--- src/rtl/nic8_ctl_pkg.sv ---
// Shared definitions for the nic8 control sequencer: phase states, bus source
// and destination codes, and IR condition-bit positions.
package nic8_ctl_pkg;

  typedef enum logic [1:0] {FETCH, DECODE, EXEC, HALT} seqState_e;

  typedef enum logic [2:0] {
    SRC_ROM = 3'd0,
    SRC_RAM = 3'd1,
    SRC_A   = 3'd2,
    SRC_X   = 3'd3,
    SRC_E   = 3'd4
  } srcCode_e;

  typedef enum logic [2:0] {
    DEST_NOP = 3'd0,
    DEST_PC  = 3'd1,
    DEST_A   = 3'd2,
    DEST_B   = 3'd3,
    DEST_X   = 3'd4,
    DEST_MEM = 3'd5,
    DEST_Q   = 3'd6
  } destCode_e;

  // The two condition bits sit directly above the source/dest fields.
  function automatic int irCarryBit(input int srcW, input int dstW);
    return srcW + dstW + 1;
  endfunction

  function automatic int irZeroBit(input int srcW, input int dstW);
    return srcW + dstW;
  endfunction

endpackage

--- src/rtl/control_seq_jump.sv ---
// Jump condition for the nic8 sequencer: combines the IR condition bits with
// the flags as they stood before the current instruction.
module control_seq_jump (
  input  logic condC,
  input  logic condZ,
  input  logic flagC,
  input  logic flagZ,
  output logic jcond
);

  // Both condition bits set means an unconditional jump.
  assign jcond = (condC & condZ) | (condZ & flagZ) | (condC & flagC);

endmodule

--- src/rtl/control_seq.sv ---
// nic8 FETCH/DECODE/EXEC control sequencer with registered carry/zero flags.
// Optional HALT state is enabled by defining CONTROL_SEQ_HALT_EN.
module control_seq
  import nic8_ctl_pkg::*;
#(
  parameter int SRC_W    = 3,
  parameter int DST_W    = 3,
  parameter int NUM_SRC  = 5,
  parameter int NUM_DEST = 7,
  parameter int A_DEST   = int'(DEST_A),
  parameter int PC_DEST  = int'(DEST_PC)
) (
  input  logic                     clk,
  input  logic                     reset,
  input  logic [2+SRC_W+DST_W-1:0] ir,
  input  logic                     mem_ready,
  input  logic                     alu_zero,
  input  logic                     alu_carry,
  output logic                     load_ir,
  output logic                     pc_inc,
  output logic [NUM_DEST-1:0]      load_en,
  output logic [NUM_SRC-1:0]       src_n,
  output logic                     do_sub,
  output logic                     do_jump,
  output logic                     flag_c,
  output logic                     flag_z,
  output logic                     halted
);

  localparam int CBIT = irCarryBit(SRC_W, DST_W);
  localparam int ZBIT = irZeroBit(SRC_W, DST_W);

  seqState_e        state;
  seqState_e        stateNext;
  logic [SRC_W-1:0] srcReg;
  logic [DST_W-1:0] dstReg;
  logic             jcond;
  logic             memSrc;
  logic             isHaltDst;
  logic             flagLoad;

  control_seq_jump uJump (
    .condC (ir[CBIT]),
    .condZ (ir[ZBIT]),
    .flagC (flag_c),
    .flagZ (flag_z),
    .jcond (jcond)
  );

  assign memSrc = (srcReg == SRC_W'(SRC_ROM)) || (srcReg == SRC_W'(SRC_RAM));

`ifdef CONTROL_SEQ_HALT_EN
  assign isHaltDst = (dstReg == {DST_W{1'b1}});
  assign halted    = (state == HALT) && !reset;
`else
  assign isHaltDst = 1'b0;
  assign halted    = 1'b0;
`endif

  always_ff @(posedge clk) begin
    if (reset) begin
      state  <= FETCH;
      srcReg <= '0;
      dstReg <= '0;
      flag_c <= 1'b0;
      flag_z <= 1'b0;
    end else begin
      state <= stateNext;
      if (state == DECODE) begin
        srcReg <= ir[SRC_W+DST_W-1:DST_W];
        dstReg <= ir[DST_W-1:0];
      end
      if (flagLoad) begin
        flag_c <= alu_carry;
        flag_z <= alu_zero;
      end
    end
  end

  always_comb begin
    stateNext = state;
    load_ir   = 1'b0;
    pc_inc    = 1'b0;
    load_en   = '0;
    src_n     = '1;
    do_sub    = 1'b0;
    do_jump   = 1'b0;
    flagLoad  = 1'b0;
    // Reset suppresses every pulse in the cycle it is asserted.
    if (reset) begin
      stateNext = FETCH;
    end else begin
      case (state)
        FETCH: begin
          src_n[int'(SRC_ROM)] = 1'b0;
          if (mem_ready) begin
            load_ir   = 1'b1;
            pc_inc    = 1'b1;
            stateNext = DECODE;
          end
        end
        DECODE: stateNext = EXEC;
        EXEC: begin
          do_sub = ir[ZBIT];
          for (int i = 0; i < NUM_SRC; i++) begin
            if (srcReg == SRC_W'(i)) src_n[i] = 1'b0;
          end
          if (isHaltDst) begin
            stateNext = HALT;
          end else if (!memSrc || mem_ready) begin
            // Final EXEC cycle: commit the destination and any immediate consume.
            stateNext = FETCH;
            pc_inc    = (srcReg == SRC_W'(SRC_ROM));
            flagLoad  = (dstReg == DST_W'(A_DEST));
            if (dstReg == DST_W'(PC_DEST)) begin
              load_en[PC_DEST] = jcond;
              do_jump          = jcond;
            end else begin
              for (int i = 1; i < NUM_DEST; i++) begin
                if (dstReg == DST_W'(i)) load_en[i] = 1'b1;
              end
            end
          end
        end
`ifdef CONTROL_SEQ_HALT_EN
        HALT:    stateNext = HALT;
`else
        HALT:    stateNext = FETCH;
`endif
        default: stateNext = FETCH;
      endcase
    end
  end

endmodule

--- config.mk ---
export PLATFORM = sky130hd
export DESIGN_NAME = control_seq
export DESIGN_NICKNAME = d
export VERILOG_FILES = /design/src/rtl/nic8_ctl_pkg.sv /design/src/rtl/control_seq_jump.sv /design/src/rtl/control_seq.sv
export SDC_FILE = /design/constraint.sdc
export NUM_CORES = 1
export LEC_CHECK = 0
export CAP_MARGIN = 20
export CELL_PAD_IN_SITES_DETAIL_PLACEMENT = 0
export CELL_PAD_IN_SITES_GLOBAL_PLACEMENT = 1
export CORE_MARGIN = 2
export CORE_UTILIZATION = 30
export CTS_BUF_LIST = sky130_fd_sc_hd__clkbuf_4 sky130_fd_sc_hd__clkbuf_8
export CTS_CLUSTER_DIAMETER = 150
export CTS_CLUSTER_SIZE = 12
export DETAILED_ROUTE_END_ITERATION = 10
export GPL_ROUTABILITY_DRIVEN = 0
export PLACE_DENSITY_LB_ADDON = 0.1
export SYNTH_ARGS = -nofsm -noshare
export SYNTH_HDL_FRONTEND = slang
export SYNTH_SLANG_ARGS = --single-unit
--- constraint.sdc ---
create_clock -name clk -period 3.5 [get_ports clk]
set_input_delay 0.7 -clock clk [delete_from_list [all_inputs] [get_ports clk]]
set_output_delay 0.7 -clock clk [all_outputs]
set_load 0.1 [all_outputs]
Word-level counts from Yosys, hierarchy flattened
Index checks and enable logic that the tools add are counted.
- equality and inequality tests: 15
- multiplexer cells: 35
- bitwise operators: 5
- reduce and logical (&&, ||, !) cells: 6
- operators by type and width (kind ; count):
    $mux W1 ; 24
    $mux W6 ; 3
    $eq A3 B2 Y1 const B ; 4
    $eq A3 B3 Y1 const B ; 4
    $mux W5 ; 2
    $pmux W2 S4 ; 1
    $eq A3 B1 Y1 const B ; 2
    $eq A2 B2 Y1 const B ; 2
    $mux W2 ; 2
    $mux W4 ; 1
    $ne A2 B2 Y1 const B ; 2
    $pmux W1 S2 ; 2
    $and A1 B1 Y1 ; 3
    $logic_not A3 Y1 ; 1
    $eq A2 B1 Y1 const B ; 1
    $logic_not A2 Y1 ; 1
    $logic_or A1 B1 Y1 ; 2
    $or A1 B1 Y1 ; 2
    $reduce_and A2 Y1 ; 1
    $logic_not A1 Y1 ; 1
- register bits: 10
- output and inout port bits: 19
- logic and storage cells: 66

Depth between registers and ports, before layout
- depth in word-level cells: 7
- gate-level depth with buffers: 4
- depth with buffers taken out: 3

By module
A second synthesis with hierarchy kept.
- cell total of the unflattened synthesis: 64
- area total of the unflattened synthesis: 559.3 µm²
- modules (own cells, without submodules) (module ; instances ; cells an instance ; area an instance (µm²) ; sequential area each (µm²)):
    control_seq ; 1 ; 61 ; 546.8 ; 200.2
    control_seq_jump ; 1 ; 3 ; 12.5 ; 0.0

Least setup slack after synthesis
Ideal clock, no wire load.
- path type: input-to-output
- start point: in reset
- end point: out load_en[4]
- arrival time: 4.034 ns
- required time: 2.800 ns
- setup slack: -1.234 ns
- stages: 2
- path buffers: 0
- cell sequence: or3b_4 -> nor4_1
- word-level cells in the longest chain between the ends: 1
- RTL lines (what ; line ; source):
    from (decl) ; control_seq.sv:14 ; input logic reset,
    $mux W6 ; control_seq.sv:90 ; if (reset) begin
    to (decl) ; control_seq.sv:21 ; output logic [NUM_DEST-1:0] load_en,
No other way between the ends.

Worst setup path in the final report
- start point: in reset
- end point: out do_jump
- word-level cells in the longest chain between the ends: 1
- RTL lines (what ; line ; source):
    $mux W1 ; control_seq.sv:90 ;
    to (decl) ; control_seq.sv:24 ; output logic do_jump,
No other way between the ends.

==> results.py <==
metrics = {
    "timing": {
        "slew_headroom_pct": 35.8,
        "final_hold_viol_count": 0,
        "period_minus_slack_ns": 3.38,
        "max_freq_mhz": 296,
        "finalSetupViolCount": 0,
        "tns_ns": 0,
        "grt_setup_unrepaired": "no",
        "fin_crit_sh_pct": 96.5,
        "slew_viol_final": 0,
        "fin_ws_ns": 0.121,
        "worst_pin_slew_ns": 0.960,
        "fin_skew_ns": 0.000644,
    },
    "cts": {
        "cts_inserted_buffers": 3,
        "cts.sink_count": 10,
        "cts_hold_buf": 0,
        "cts-root-buf": "clkbuf_4",
        "cts_buffer_depth": 2,
        "cts.reportedPaths.clkPinSlew_ns": 0.07,
        "htreeDepth": 1,
        "cts.repair.resized": 0,
        "cts_tree": "yes",
        "post_cts_buffers": 0,
        "insertion_delay_ns": 0.26,
    },
    "hold_path": {
        "holdCritStartpoint": "flag_z",
        "hp-class": "flip-flop to flip-flop",
    },
    "power_and_ir_drop": {
        "p_leak_nw": 0.434,
        "ir_worst_vdd_v": 0.000177,
        "power_density_mw_per_mm2": 287,
    },
    "logic_synthesis": {
        "avgSynthCellArea_um2": 9.34,
        "ys_warn_count": 0,
        "synth_edf_count": 0,
        "synth_top_cell_by_area": "dfxtp_1",
        "ys_top_cells_by_area": "dfxtp_1, mux2i_1, nor2_1, nand2b_1, a2111oi_4",
        "ys_seq_area_share_pct": 34.6,
        "syn_inst": 62,
        "synthAdderAreaFrac_pct": 0,
        "synth.distinct_cells": 23,
        "synth_compound_area_share_pct": 7.78,
        "synth-xor-area-share_pct": 0,
        "async_flop_share_pct": 0,
        "synthTopCellsByCount": "dfxtp_1, nor2_1, mux2i_1, nand2b_1",
        "synthSimpleGateAreaFrac_pct": 37.1,
        "synth_top_area_share_pct": 34.6,
        "synth_flop_cell": "dfxtp_1",
        "synth_mux_area_share_pct": 14.7,
        "syn_area_um2": 579,
        "ys_ff_latch": 10,
        "synth_top_family_by_area": "simple AND/OR/NAND/NOR gates",
    },
    "drt": {
        "totalWireLength_mm": 1.46,
        "dr.pass1.iters": 2,
        "drcViolationCount": 0,
        "ant_nets": 0,
        "drt_iter0_drc": 5,
        "vias": 551,
        "post_drt_via_cell_ratio": 4.67,
        "routedWlPerCell_um": 12.3,
    },
    "finish": {
        "nets": 107,
        "drive_gt1_share_pct": 31.2,
        "multiInputGateArea_um2": 372,
        "regArea_um2": 200,
        "synthToLayoutAreaGrowth_pct": 89.0,
        "fin_util_pct": 62.1,
        "nFillCells": 166,
        "diodes": 0,
    },
    "floorplan": {
        "die_area_mm2": 0.00230,
        "die_y_um": 47.9,
        "rows": 15,
        "core_mm2": 0.00176,
        "io_pins": 32,
        "fp.dieW_um": 47.9,
        "initial_core_util_pct": 32.8,
    },
    "setup_path": {
        "startpoint": "reset",
        "cp.required_ns": 2.80,
        "r2r-start": "state[1]",
        "cp_max_fo": 6,
        "startpoint_type": "primary input",
        "cp.arrival_ns": 2.68,
        "endpoint_kind": "output port",
        "worst-r2r-setup-slack_ns": 1.73,
        "crit_type": "primary input to output port",
    },
    "global_route": {
        "grtUsageTotal_pct": 15.7,
        "grt_pass1_vias": 570,
        "grt_pass1_wl_mm": 2.41,
        "grt.overflow.total": 0,
        "antenna_found_initial": 0,
        "grt_max_degree": 14,
    },
    "placement": {
        "dp_hpwl_mm": 1.16,
        "io_buffers": 29,
        "post-place-ws_ns": 0.111,
    },
    "run": {
        "timing.max_cap.violations": 0,
    },
    "outcome": {
        "outcome": "completed",
    },
}
report_power, final:
| part | leakage [nW] | internal (mW) | switching (mW) | total [mW] |
|---|---|---|---|---|
| clock network | 0.0210 | 0.0632 | 0.0407 | 0.104 |
| logic | 0.332 | 0.0347 | 0.0488 | 0.0835 |
| registers | 0.0815 | 0.119 | 0.00811 | 0.127 |
| total | 0.434 | 0.217 | 0.0976 | 0.314 |
state kept, by name, indices dropped and copies added, names as in the netlist:
signal,flops
dstReg,3
srcReg,3
flag_z,1
state,2
flag_c,1
logic make-up after synthesis:
group | count (synthesis)
buf+inv | 5
compound gates | 4
other cells | 1
mux | 8
simple gates | 34
flops | 10
per-layer routing:
metal  part of all wire (%)  global-route usage [%]  vias to the layer above
met1                     41                    16.2                      251
li1                       -                       -                      278
met3                    6.3                    6.79                        2
met5                      0                       0                        -
met4                    1.2                    6.49                        0
met2                     52                    27.5                       20
area by class of cell:
type | count | share of cell area (%)
multi-input combinational | 48 | 33.9
clock buffer | 4 | 3.31
timing repair buffer | 31 | 41.6
sequential | 10 | 18.3
tap | 25 | 2.86
cells in the final DEF (no fill, tap or decap), drive strengths merged:
cell,instances
nor4,3
buf,17
nand2,3
conb,2
nand2b,5
a2111oi,1
clkdlybuf4s50,14
or3b,2
and3,2
a21oi,1
or4b,1
nor3,1
nor2b,1
nand3b,3
clkbuf,4
dfxtp,10
o21ai,1
nor4b,2
o31ai,1
nand3,1
mux2i,7
nor2,10
mux2,1
per-stage QoR:
| step | hold WS (ns) | power (mW) | cell area [um^2] | std cells |
|---|---|---|---|---|
| 2_1_floorplan | 0.499 | 0.181 | 606 | 63 |
| 3_3_place_gp | 0.473 | 0.213 | 1060 | 114 |
| 3_5_place_dp | 0.486 | 0.214 | 1060 | 114 |
| 4_1_cts | 0.498 | 0.318 | 1090 | 118 |
| 5_1_grt | 0.540 | 0.330 | 1090 | 118 |
| 6_report | 0.491 | 0.314 | 1090 | 118 |
worst max-delay path, cell delays in order:
cell             delay [ns]
clkdlybuf4s50_1        0.43
or3b_4                 0.44
or3b_4                 0.42
a2111oi_4              0.45
buf_12                 0.24
worst paths after layout:
check                  to  cells after the start
setup reg to reg   flag_c                      3
hold reg to reg    flag_z                      2
setup / recovery  do_jump                      5
hold / removal     flag_z                      2
Note: power is estimated with default switching activity, not from simulation.
